### config.mk
export PLATFORM = sky130hd
export DESIGN_NAME = pipeline_hazard_ctrl_flat
export DESIGN_NICKNAME = d
export VERILOG_FILES = /design/src/rtl/pipeline_hazard_ctrl_if.sv /design/src/rtl/pipeline_hazard_ctrl.sv /design/src/flat_wrapper.sv
export SDC_FILE = /design/constraint.sdc
export NUM_CORES = 1
export LEC_CHECK = 0
export ABC_AREA = 1
export BUFFER_PORTS_ARGS = -buffer_cell sky130_fd_sc_hd__buf_2
export CORE_MARGIN = 8
export CORE_UTILIZATION = 25
export CTS_CLUSTER_DIAMETER = 120
export DETAILED_ROUTE_END_ITERATION = 12
export HOLD_SLACK_MARGIN = 0.02
export PLACE_DENSITY_LB_ADDON = 0.08
export REMOVE_ABC_BUFFERS = 1
export SYNTH_ARGS = -nofsm -noshare
export SYNTH_HDL_FRONTEND = slang
export SYNTH_SLANG_ARGS = --single-unit
### constraint.sdc
create_clock -name clk -period 1.4 [get_ports clk]
set_input_delay 0.21 -clock clk [delete_from_list [all_inputs] [get_ports clk]]
set_output_delay 0.21 -clock clk [all_outputs]
set_load 0.03 [all_outputs]
### src/rtl/pipeline_hazard_ctrl_if.sv
// pipeline_hazard_ctrl_if: hazard inputs from the pipeline and the latch/PC controls returned to it.
interface pipeline_hazard_ctrl_if #(parameter int STALL_CNT_W = 32);
   logic ihit, dhit, exmem_dREN, exmem_dWEN, idex_dREN;
   logic [4:0] idex_RW, ifid_rs, ifid_rt;
   logic branch_taken, jump, memwb_halt;
   logic ifid_stall, ifid_flush, idex_stall, idex_flush;
   logic exmem_stall, exmem_flush, memwb_stall, memwb_flush;
   logic pc_en, pc_redirect, halt_out;
   logic [STALL_CNT_W-1:0] stall_count;
   modport master (
      output ihit, dhit, exmem_dREN, exmem_dWEN, idex_dREN, idex_RW, ifid_rs, ifid_rt,
      output branch_taken, jump, memwb_halt,
      input ifid_stall, ifid_flush, idex_stall, idex_flush,
      input exmem_stall, exmem_flush, memwb_stall, memwb_flush,
      input pc_en, pc_redirect, halt_out, stall_count
   );
   modport slave (
      input ihit, dhit, exmem_dREN, exmem_dWEN, idex_dREN, idex_RW, ifid_rs, ifid_rt,
      input branch_taken, jump, memwb_halt,
      output ifid_stall, ifid_flush, idex_stall, idex_flush,
      output exmem_stall, exmem_flush, memwb_stall, memwb_flush,
      output pc_en, pc_redirect, halt_out, stall_count
   );
endinterface

### src/rtl/pipeline_hazard_ctrl.sv
// pipeline_hazard_ctrl: stall/flush/PC sequencing for the 5-stage pipeline.
// Define PIPE_STALL_PERF_EN to build the saturating stall-cycle counter.
module pipeline_hazard_ctrl #(parameter int STALL_CNT_W = 32) (
   input logic clk,
   input logic rst,
   pipeline_hazard_ctrl_if.slave bus
);
   typedef enum logic [1:0] {RUN, REDIR_PEND, HALTED} state_e;
   state_e state_q, state_d;
   logic halt_q;
   logic mem_busy, load_use, redir, pc_en;
   logic [3:0] stall, flush;
   assign mem_busy = (bus.exmem_dREN | bus.exmem_dWEN) & ~bus.dhit;
   assign load_use = bus.idex_dREN & (bus.idex_RW != 5'd0) &
                     (bus.idex_RW == bus.ifid_rs | bus.idex_RW == bus.ifid_rt);
   assign redir = bus.branch_taken | bus.jump;
   // stall/flush bit 3 = IF/ID down to bit 0 = MEM/WB
   always_comb begin
      state_d = state_q;
      stall = '0;
      flush = '0;
      pc_en = 1'b0;
      bus.pc_redirect = 1'b0;
      if (rst) flush = '1;
      else if (state_q == HALTED || bus.memwb_halt) begin
         stall = '1;
         state_d = HALTED;
      end else if (mem_busy) begin
         stall = 4'b1110;
         flush = 4'b0001;
      end else if (redir) begin
         pc_en = 1'b1;
         bus.pc_redirect = 1'b1;
         flush = {1'b1, bus.branch_taken, 2'b00};
         state_d = bus.ihit ? RUN : REDIR_PEND;
      end else if (state_q == REDIR_PEND || !bus.ihit) begin
         flush = 4'b1000;
         state_d = bus.ihit ? RUN : state_q;
      end else if (load_use) begin
         stall = 4'b1000;
         flush = 4'b0100;
      end else pc_en = 1'b1;
   end
   assign {bus.ifid_stall, bus.idex_stall, bus.exmem_stall, bus.memwb_stall} = stall & ~flush;
   assign {bus.ifid_flush, bus.idex_flush, bus.exmem_flush, bus.memwb_flush} = flush;
   assign bus.pc_en = pc_en;
   assign bus.halt_out = halt_q;
   always_ff @(posedge clk or posedge rst) begin
      if (rst) begin
         state_q <= RUN;
         halt_q <= 1'b0;
      end else begin
         state_q <= state_d;
         halt_q <= state_d == HALTED;
      end
   end
`ifdef PIPE_STALL_PERF_EN
   logic [STALL_CNT_W-1:0] cnt_q, cnt_d;
   assign cnt_d = (!pc_en && state_q != HALTED && !(&cnt_q)) ? cnt_q + 1'b1 : cnt_q;
   always_ff @(posedge clk or posedge rst) begin
      if (rst) cnt_q <= '0;
      else cnt_q <= cnt_d;
   end
   assign bus.stall_count = cnt_q;
`else
   assign bus.stall_count = '0;
`endif
endmodule

### src/flat_wrapper.sv
// flat-port wrapper written by rule: the top's interface ports become plain ports
module pipeline_hazard_ctrl_flat 
#(parameter int STALL_CNT_W = 32)
  (clk, rst, bus_ihit, bus_dhit, bus_exmem_dREN, bus_exmem_dWEN, bus_idex_dREN, bus_idex_RW, bus_ifid_rs, bus_ifid_rt, bus_branch_taken, bus_jump, bus_memwb_halt, bus_ifid_stall, bus_ifid_flush, bus_idex_stall, bus_idex_flush, bus_exmem_stall, bus_exmem_flush, bus_memwb_stall, bus_memwb_flush, bus_pc_en, bus_pc_redirect, bus_halt_out, bus_stall_count);
  pipeline_hazard_ctrl_if #(.STALL_CNT_W(STALL_CNT_W)) bus_i ();
  input logic clk;
  input logic rst;
  input wire logic [$bits(bus_i.ihit)-1:0] bus_ihit;
  input wire logic [$bits(bus_i.dhit)-1:0] bus_dhit;
  input wire logic [$bits(bus_i.exmem_dREN)-1:0] bus_exmem_dREN;
  input wire logic [$bits(bus_i.exmem_dWEN)-1:0] bus_exmem_dWEN;
  input wire logic [$bits(bus_i.idex_dREN)-1:0] bus_idex_dREN;
  input wire logic [$bits(bus_i.idex_RW)-1:0] bus_idex_RW;
  input wire logic [$bits(bus_i.ifid_rs)-1:0] bus_ifid_rs;
  input wire logic [$bits(bus_i.ifid_rt)-1:0] bus_ifid_rt;
  input wire logic [$bits(bus_i.branch_taken)-1:0] bus_branch_taken;
  input wire logic [$bits(bus_i.jump)-1:0] bus_jump;
  input wire logic [$bits(bus_i.memwb_halt)-1:0] bus_memwb_halt;
  output wire logic [$bits(bus_i.ifid_stall)-1:0] bus_ifid_stall;
  output wire logic [$bits(bus_i.ifid_flush)-1:0] bus_ifid_flush;
  output wire logic [$bits(bus_i.idex_stall)-1:0] bus_idex_stall;
  output wire logic [$bits(bus_i.idex_flush)-1:0] bus_idex_flush;
  output wire logic [$bits(bus_i.exmem_stall)-1:0] bus_exmem_stall;
  output wire logic [$bits(bus_i.exmem_flush)-1:0] bus_exmem_flush;
  output wire logic [$bits(bus_i.memwb_stall)-1:0] bus_memwb_stall;
  output wire logic [$bits(bus_i.memwb_flush)-1:0] bus_memwb_flush;
  output wire logic [$bits(bus_i.pc_en)-1:0] bus_pc_en;
  output wire logic [$bits(bus_i.pc_redirect)-1:0] bus_pc_redirect;
  output wire logic [$bits(bus_i.halt_out)-1:0] bus_halt_out;
  output wire logic [$bits(bus_i.stall_count)-1:0] bus_stall_count;
  assign bus_i.ihit = bus_ihit;
  assign bus_i.dhit = bus_dhit;
  assign bus_i.exmem_dREN = bus_exmem_dREN;
  assign bus_i.exmem_dWEN = bus_exmem_dWEN;
  assign bus_i.idex_dREN = bus_idex_dREN;
  assign bus_i.idex_RW = bus_idex_RW;
  assign bus_i.ifid_rs = bus_ifid_rs;
  assign bus_i.ifid_rt = bus_ifid_rt;
  assign bus_i.branch_taken = bus_branch_taken;
  assign bus_i.jump = bus_jump;
  assign bus_i.memwb_halt = bus_memwb_halt;
  assign bus_ifid_stall = bus_i.ifid_stall;
  assign bus_ifid_flush = bus_i.ifid_flush;
  assign bus_idex_stall = bus_i.idex_stall;
  assign bus_idex_flush = bus_i.idex_flush;
  assign bus_exmem_stall = bus_i.exmem_stall;
  assign bus_exmem_flush = bus_i.exmem_flush;
  assign bus_memwb_stall = bus_i.memwb_stall;
  assign bus_memwb_flush = bus_i.memwb_flush;
  assign bus_pc_en = bus_i.pc_en;
  assign bus_pc_redirect = bus_i.pc_redirect;
  assign bus_halt_out = bus_i.halt_out;
  assign bus_stall_count = bus_i.stall_count;
  pipeline_hazard_ctrl #(.STALL_CNT_W(STALL_CNT_W)) u_core (.clk(clk), .rst(rst), .bus(bus_i));
endmodule
==> results of run 1 <==
[flip-flops by register name (all words and copies together) (netlist names)]
name and cells:
u_core.bus.halt_out 1, u_core.state_q 2
[critical path: stages (launching register included)]
cell and delay, ns:
dfrtp_1 0.41, o21bai_4 0.21, inv_4 0.06, a21oi_4 0.16
o21bai_1 0.15, buf_4 0.19
[kinds of logic (layout without fill, tap and decap cells)]
logic type	after synthesis	after routing
simple gates	50	50
buf+inv	55	73
flops	3	3
xor+xnor	2	2
compound gates	12	12
other cells	1	32
[power by group through the flow]
| stage | logic, mW | clock network (mW) | registers [mW] |
|---|---|---|---|
| after floorplan | 0.274 | 0 | 0.123 |
| after global placement | 0.416 | 0 | 0.110 |
| after detailed placement | 0.418 | 0 | 0.110 |
| after CTS | 0.472 | 0.158 | 0.109 |
| after global routing | 0.526 | 0.174 | 0.111 |
| final | 0.486 | 0.154 | 0.109 |
[Yosys cell counts]
cell type / number / share of area
o21bai_2: 1 / 0.015
buf_4: 33 / 0.34
xnor2_1: 2 / 0.024
o21bai_4: 1 / 0.026
a21oi_1: 3 / 0.020
o21bai_1: 1 / 0.010
inv_1: 18 / 0.092
o21ai_0: 2 / 0.014
nor2_2: 2 / 0.017
nand3_1: 3 / 0.020
nor3_1: 1 / 0.0068
dfrtp_1: 3 / 0.10
inv_4: 1 / 0.0085
inv_2: 3 / 0.015
nand2_2: 2 / 0.017
nor2_1: 10 / 0.051
o21ai_2: 1 / 0.012
a21boi_1: 1 / 0.010
nand2_4: 1 / 0.015
conb_1: 1 / 0.0051
a21oi_2: 1 / 0.012
nand2_1: 30 / 0.15
a31oi_1: 1 / 0.0085
nand4_1: 1 / 0.0085
[repair_timing]
action                                  in CTS  in global routing
pin swaps                                    4                  6
hold endpoints to repair                     3                  0
resized for setup                           23                  7
endpoints found under the setup margin       9                  9
setup buffers                                2                  0
hold buffers                                 1                  0
[cell type report]
| class | count | area share |
|---|---|---|
| clock buffer | 4 | 0.02515 |
| inverter | 22 | 0.08144 |
| multi-input combinational | 96 | 0.4743 |
| sequential | 3 | 0.07186 |
| tap | 31 | 0.03713 |
| timing repair buffer | 47 | 0.3102 |
[how the worst max path moves through the flow]
stage,from,end,cells after the start
after detailed placement,bus_idex_RW[3],bus_ifid_stall,10
after CTS,u_core.state_q[0],bus_idex_flush,6
final,u_core.state_q[0],bus_ifid_stall,5
after floorplan,u_core.state_q[0],bus_ifid_stall,4
after global routing,u_core.state_q[0],bus_ifid_stall,5
after global placement,u_core.state_q[0],bus_ifid_stall,6
[stage by stage]
stage	area (µm²)	worst slack [ns]	util	cells
after floorplan	604.3	-0.2081	-	121
after global placement	885.9	-0.06220	0.3185	196
after detailed placement	885.9	-0.01398	0.3185	196
after CTS	1013	-0.2312	0.3644	203
after global routing	1045	-0.3105	0.3756	203
final	1045	-0.2181	0.3756	203
[layer usage]
layer	GRT usage	wire length, µm
met5	0	0
met4	0.02679	14
met3	0.05226	266
met2	0.1087	874
met1	0.09084	876
==> reports/metrics.cfg, run 1 <==
[drt]
ant_nets = 0
via_count = 773
routed_wl_um = 2031
viasPerCell = 3.808
drtIter0Drc = 8
first_pass_iters = 4
drc_errors = 0
routedWlPerCell_um = 10.00

[yosys]
synthXorXnorAreaFrac = 0.02381
synth_mux_area_frac = 0
synth_top_family_by_area = buffers and inverters
synth_fa_ha_area_frac = 0
ys_warn_count = 0
synth_compound_area_frac = 0.1276
synth_simple_gate_area_frac = 0.2891
synth-seq-area-share = 0.1020
synthCells = 123
syn-cell-area_um2 = 735.7
syn_avg_cell_area_um2 = 5.981
ys_seq_elements = 3
synth_cell_type_count = 24

[finish]
final_nets = 198
drive_gt1_frac = 0.3953
insertedDiodeCount = 0
final_common_cell = conb_1
nFillCells = 325
seq_area_um2 = 75.07
multiInputGateArea_um2 = 495.5
syn2layout_area_growth_pct = 42.01
final_cell_mix = conb_1, nand2_1, buf_2, inv_1, buf_4

[sta]
period_share = 1.156
fin_hold_ws_ns = 0.2992
finClkSkew_ns = 0.004141
max_freq_ghz = 0.6180
totalNegativeSetupSlack_ns = -1.246
rsz0062_at_grt = true
finalSetupViolations = 8
min_period_ns = 1.618
timing.final.ws_setup_ns = -0.2181
slew_viol_final = 0
hold_violations = 0

[status]
violations = setup timing
run_status = complete, but fails checks

[clock_network]
cts_buffers = 3
cts_sinks = 3
clockBufferDepth = 2
cts.htree.levels = 1
cts_tree = done
clk_latency_ns = 0.23
cts_root_buf = clkbuf_4
clk_pin_slew_worst_paths_ns = 0.04

[min_path]
hold_class = primary input to register
min_to = u_core.state_q[0]
holdPathStages = 4
hold_path.startpoint = bus_ihit

[die]
io_pins = 68
die_h_um = 70.25
die_x_um = 70.25
dieArea_um2 = 4934
coreArea_um2 = 2781
fp-row-count = 19
start_util = 0.2645

[place]
gp_congestion = 0.6713
dp_hpwl_um = 1830
port_buffers = 35

[worst_setup_path]
r2r_start = u_core.state_q[0]
cp.arrival_ns = 1.41
r2r_cells = 8
reg2reg_setup_slack_ns = 0.17
cp-start-kind = register
crit_type = register to primary output
rr_endpoint = u_core.bus.halt_out
critPathCaptureType = primary output
critical_path_peak_fanout = 3
required_ns = 1.19

[power_and_ir_drop]
ir_worst_vdd_mv = 0.4506
p_int_mw = 0.3714
swShare = 0.5043
seq_power_share = 0.145
total_leakage_power_nw = 0.6435
p_switching_mw = 0.3779
power.total_mw = 0.7492
p_comb_frac = 0.649
power_density_nw_per_um2 = 717.1
p_clk_frac = 0.206

[global_routing]
grt_overflow = 0
grt_first_pass_wirelength_um = 3270
grtUsageTotal = 0.07745
grt_start_max_net_pins = 6
grt_pass1_vias = 801
antenna_found_initial = 0

[flow_run]
max_cap_viol_count = 0

(Power assumes the default switching activity.)
==> run 2: changes to the inputs <==
--- a/config.mk
+++ b/config.mk
@@ -8,6 +8,8 @@
 export ABC_AREA = 1
 export BUFFER_PORTS_ARGS = -buffer_cell sky130_fd_sc_hd__buf_2
+export CELL_PAD_IN_SITES_DETAIL_PLACEMENT = 0
+export CELL_PAD_IN_SITES_GLOBAL_PLACEMENT = 2
 export CORE_MARGIN = 8
-export CORE_UTILIZATION = 25
+export CORE_UTILIZATION = 16
 export CTS_CLUSTER_DIAMETER = 120
 export DETAILED_ROUTE_END_ITERATION = 12
==> constraint.sdc (replaced) <==
create_clock -name clk -period 1.4 [get_ports clk]
set_input_delay 0.21 -clock clk [delete_from_list [all_inputs] [get_ports clk]]
set_output_delay 0.21 -clock clk [all_outputs]
set_load 0.05 [all_outputs]
==> reports/metrics.cfg, run 2 (synthesis results as in run 1) <==
[flow_run]
max_cap_viol_count = 0  ; unchanged

[global_routing]
grt_first_pass_wirelength_um = 3767  ; +15%
grt_overflow = 0  ; unchanged
grt_start_max_net_pins = 5  ; -1
antenna_found_initial = 0  ; unchanged
grtUsageTotal = 0.06447  ; -0.01298
grt_pass1_vias = 866  ; +8.1%

[sta]
period_share = 1.142  ; -0.01417
finalSetupViolations = 9  ; +1
finClkSkew_ns = 0.003313  ; -0.0008273 ns
slew_viol_final = 0  ; unchanged
hold_violations = 0  ; unchanged
timing.final.ws_setup_ns = -0.1982  ; +0.01984 ns
max_freq_ghz = 0.6257  ; +1.2%
min_period_ns = 1.598  ; -0.01984 ns
rsz0062_at_grt = true
fin_hold_ws_ns = 0.04052  ; -0.2587 ns

[power_and_ir_drop]
p_switching_mw = 0.5302  ; +40%
ir_worst_vdd_mv = 0.3499  ; -22%
total_leakage_power_nw = 0.6933  ; +7.7%
seq_power_share = 0.106  ; -0.039
power.total_mw = 1.032  ; +38%
p_int_mw = 0.5016  ; +35%
power_density_nw_per_um2 = 872.7  ; +22%
p_comb_frac = 0.647  ; -0.002
p_clk_frac = 0.246  ; +0.040
swShare = 0.5138  ; +0.009464

[worst_setup_path]
r2r_start = u_core.state_q[1]
rr_endpoint = u_core.bus.halt_out
cp.arrival_ns = 1.39  ; -0.02 ns
cp-start-kind = register
critPathCaptureType = primary output
crit_type = register to primary output
reg2reg_setup_slack_ns = 0.05  ; -0.12 ns
critical_path_peak_fanout = 3  ; unchanged
r2r_cells = 10  ; +2
required_ns = 1.19  ; about the same

[drt]
first_pass_iters = 4  ; unchanged
routed_wl_um = 2361  ; +16%
routedWlPerCell_um = 10.31  ; +3.0%
viasPerCell = 3.476  ; -8.7%
ant_nets = 0  ; unchanged
via_count = 796  ; +3.0%
drc_errors = 0  ; unchanged
drtIter0Drc = 17  ; +9

[status]
violations = setup timing
run_status = complete, but fails checks

[finish]
regMostFlops = u_core.state_q
final_cell_mix = conb_1, nand2_1, buf_2, inv_1, buf_4
drive_gt1_frac = 0.4350  ; +0.03968
largest_register_ffs = 2  ; unchanged
nFillCells = 506  ; +56%
fin_cells = 229  ; +13%
syn2layout_area_growth_pct = 60.71
final_common_cell = conb_1
final_nets = 203  ; +2.5%
insertedDiodeCount = 0  ; unchanged

[clock_network]
cts_tree = done
cts.htree.levels = 1  ; unchanged
clk_pin_slew_worst_paths_ns = 0.03  ; about the same
cts_buffers = 3  ; unchanged
clockBufferDepth = 2  ; unchanged
cts_root_buf = clkbuf_8
cts_sinks = 3  ; unchanged
clk_latency_ns = 0.22  ; about the same

[place]
dp.cells = 220  ; +12%
gp_congestion = 0.6929  ; +3.2%
dp_hpwl_um = 2073  ; +13%
port_buffers = 35  ; unchanged

[die]
die_x_um = 83.81  ; +19%
coreArea_um2 = 4384  ; +58%
die_h_um = 83.81  ; +19%
dieArea_um2 = 7024  ; +42%
start_util = 0.1678  ; -0.09670
io_pins = 68  ; unchanged
fp-row-count = 24  ; +5

[min_path]
hold_class = primary input to async pin

==> run 2: worst max-delay path, stage by stage, from the launching register on <==
cell	delay, ns
dfrtp_1	0.41
a21boi_2	0.15
inv_2	0.06
nor2_4	0.13
nand2_1	0.07
o21bai_1	0.17
buf_6	0.19
==> run 2: power by group through the flow <==
stage | Clock, mW | Sequential, mW | Combinational, mW
floorplan | 0 | 0.132 | 0.384
global placement | 0 | 0.110 | 0.551
detailed placement | 0 | 0.110 | 0.551
CTS | 0.263 | 0.109 | 0.618
global route | 0.271 | 0.111 | 0.712
finish | 0.254 | 0.110 | 0.668
==> run 2: cell type report <==
class                   instances  area [µm²]  share of cell area
well taps                      52       65.06             0.05503
flip-flops and latches          3       75.07             0.06349
repair buffers                 52       401.6              0.3397
inverters                      22       85.08             0.07196
multi-input cells              96       510.5              0.4317
clock buffers                   4       45.04             0.03810
==> run 2: routing by layer <==
metal / GRT usage / part of all wire / up-vias
met4: 0.02826 / 0.0059 / 0
met5: 0 / 0 / -
met3: 0.03906 / 0.11 / 2
met1: 0.06641 / 0.40 / 340
met2: 0.1025 / 0.48 / 42
li1: - / - / 412
==> run 2: worst max-delay path by stage <==
stage                      start              to  slack [ns]  depth (start not counted)
2_1_floorplan  u_core.state_q[0]  bus_ifid_stall       -0.54                          4
3_3_place_gp      bus_idex_RW[3]       bus_pc_en       -0.11                          9
3_5_place_dp      bus_idex_RW[3]  bus_idex_flush       -0.10                         10
4_1_cts        u_core.state_q[0]  bus_idex_flush       -0.27                          6
5_1_grt        u_core.state_q[0]  bus_ifid_stall       -0.31                          6
6_report       u_core.state_q[0]  bus_ifid_stall       -0.20                          6
==> run 2: timing repair <==
action	4_1_cts	5_1_grt
setup endpoints to repair	8	11
resized for setup	29	16
hold buffers	0	0
buffers inserted	2	3
pin swaps	3	8
==> run 2: metrics by stage <==
stage / cell area, µm² / utilization / setup TNS (ns) / setup slack (ns)
3_5_place_dp: 934.6 / 0.2132 / -0.3398 / -0.1000
3_3_place_gp: 934.6 / 0.2132 / -0.4192 / -0.1118
4_1_cts: 1092 / 0.2491 / -1.318 / -0.2714
5_1_grt: 1182 / 0.2697 / -1.926 / -0.3078
6_report: 1182 / 0.2697 / -1.297 / -0.1982
2_1_floorplan: 604.3 / - / -2.511 / -0.5374
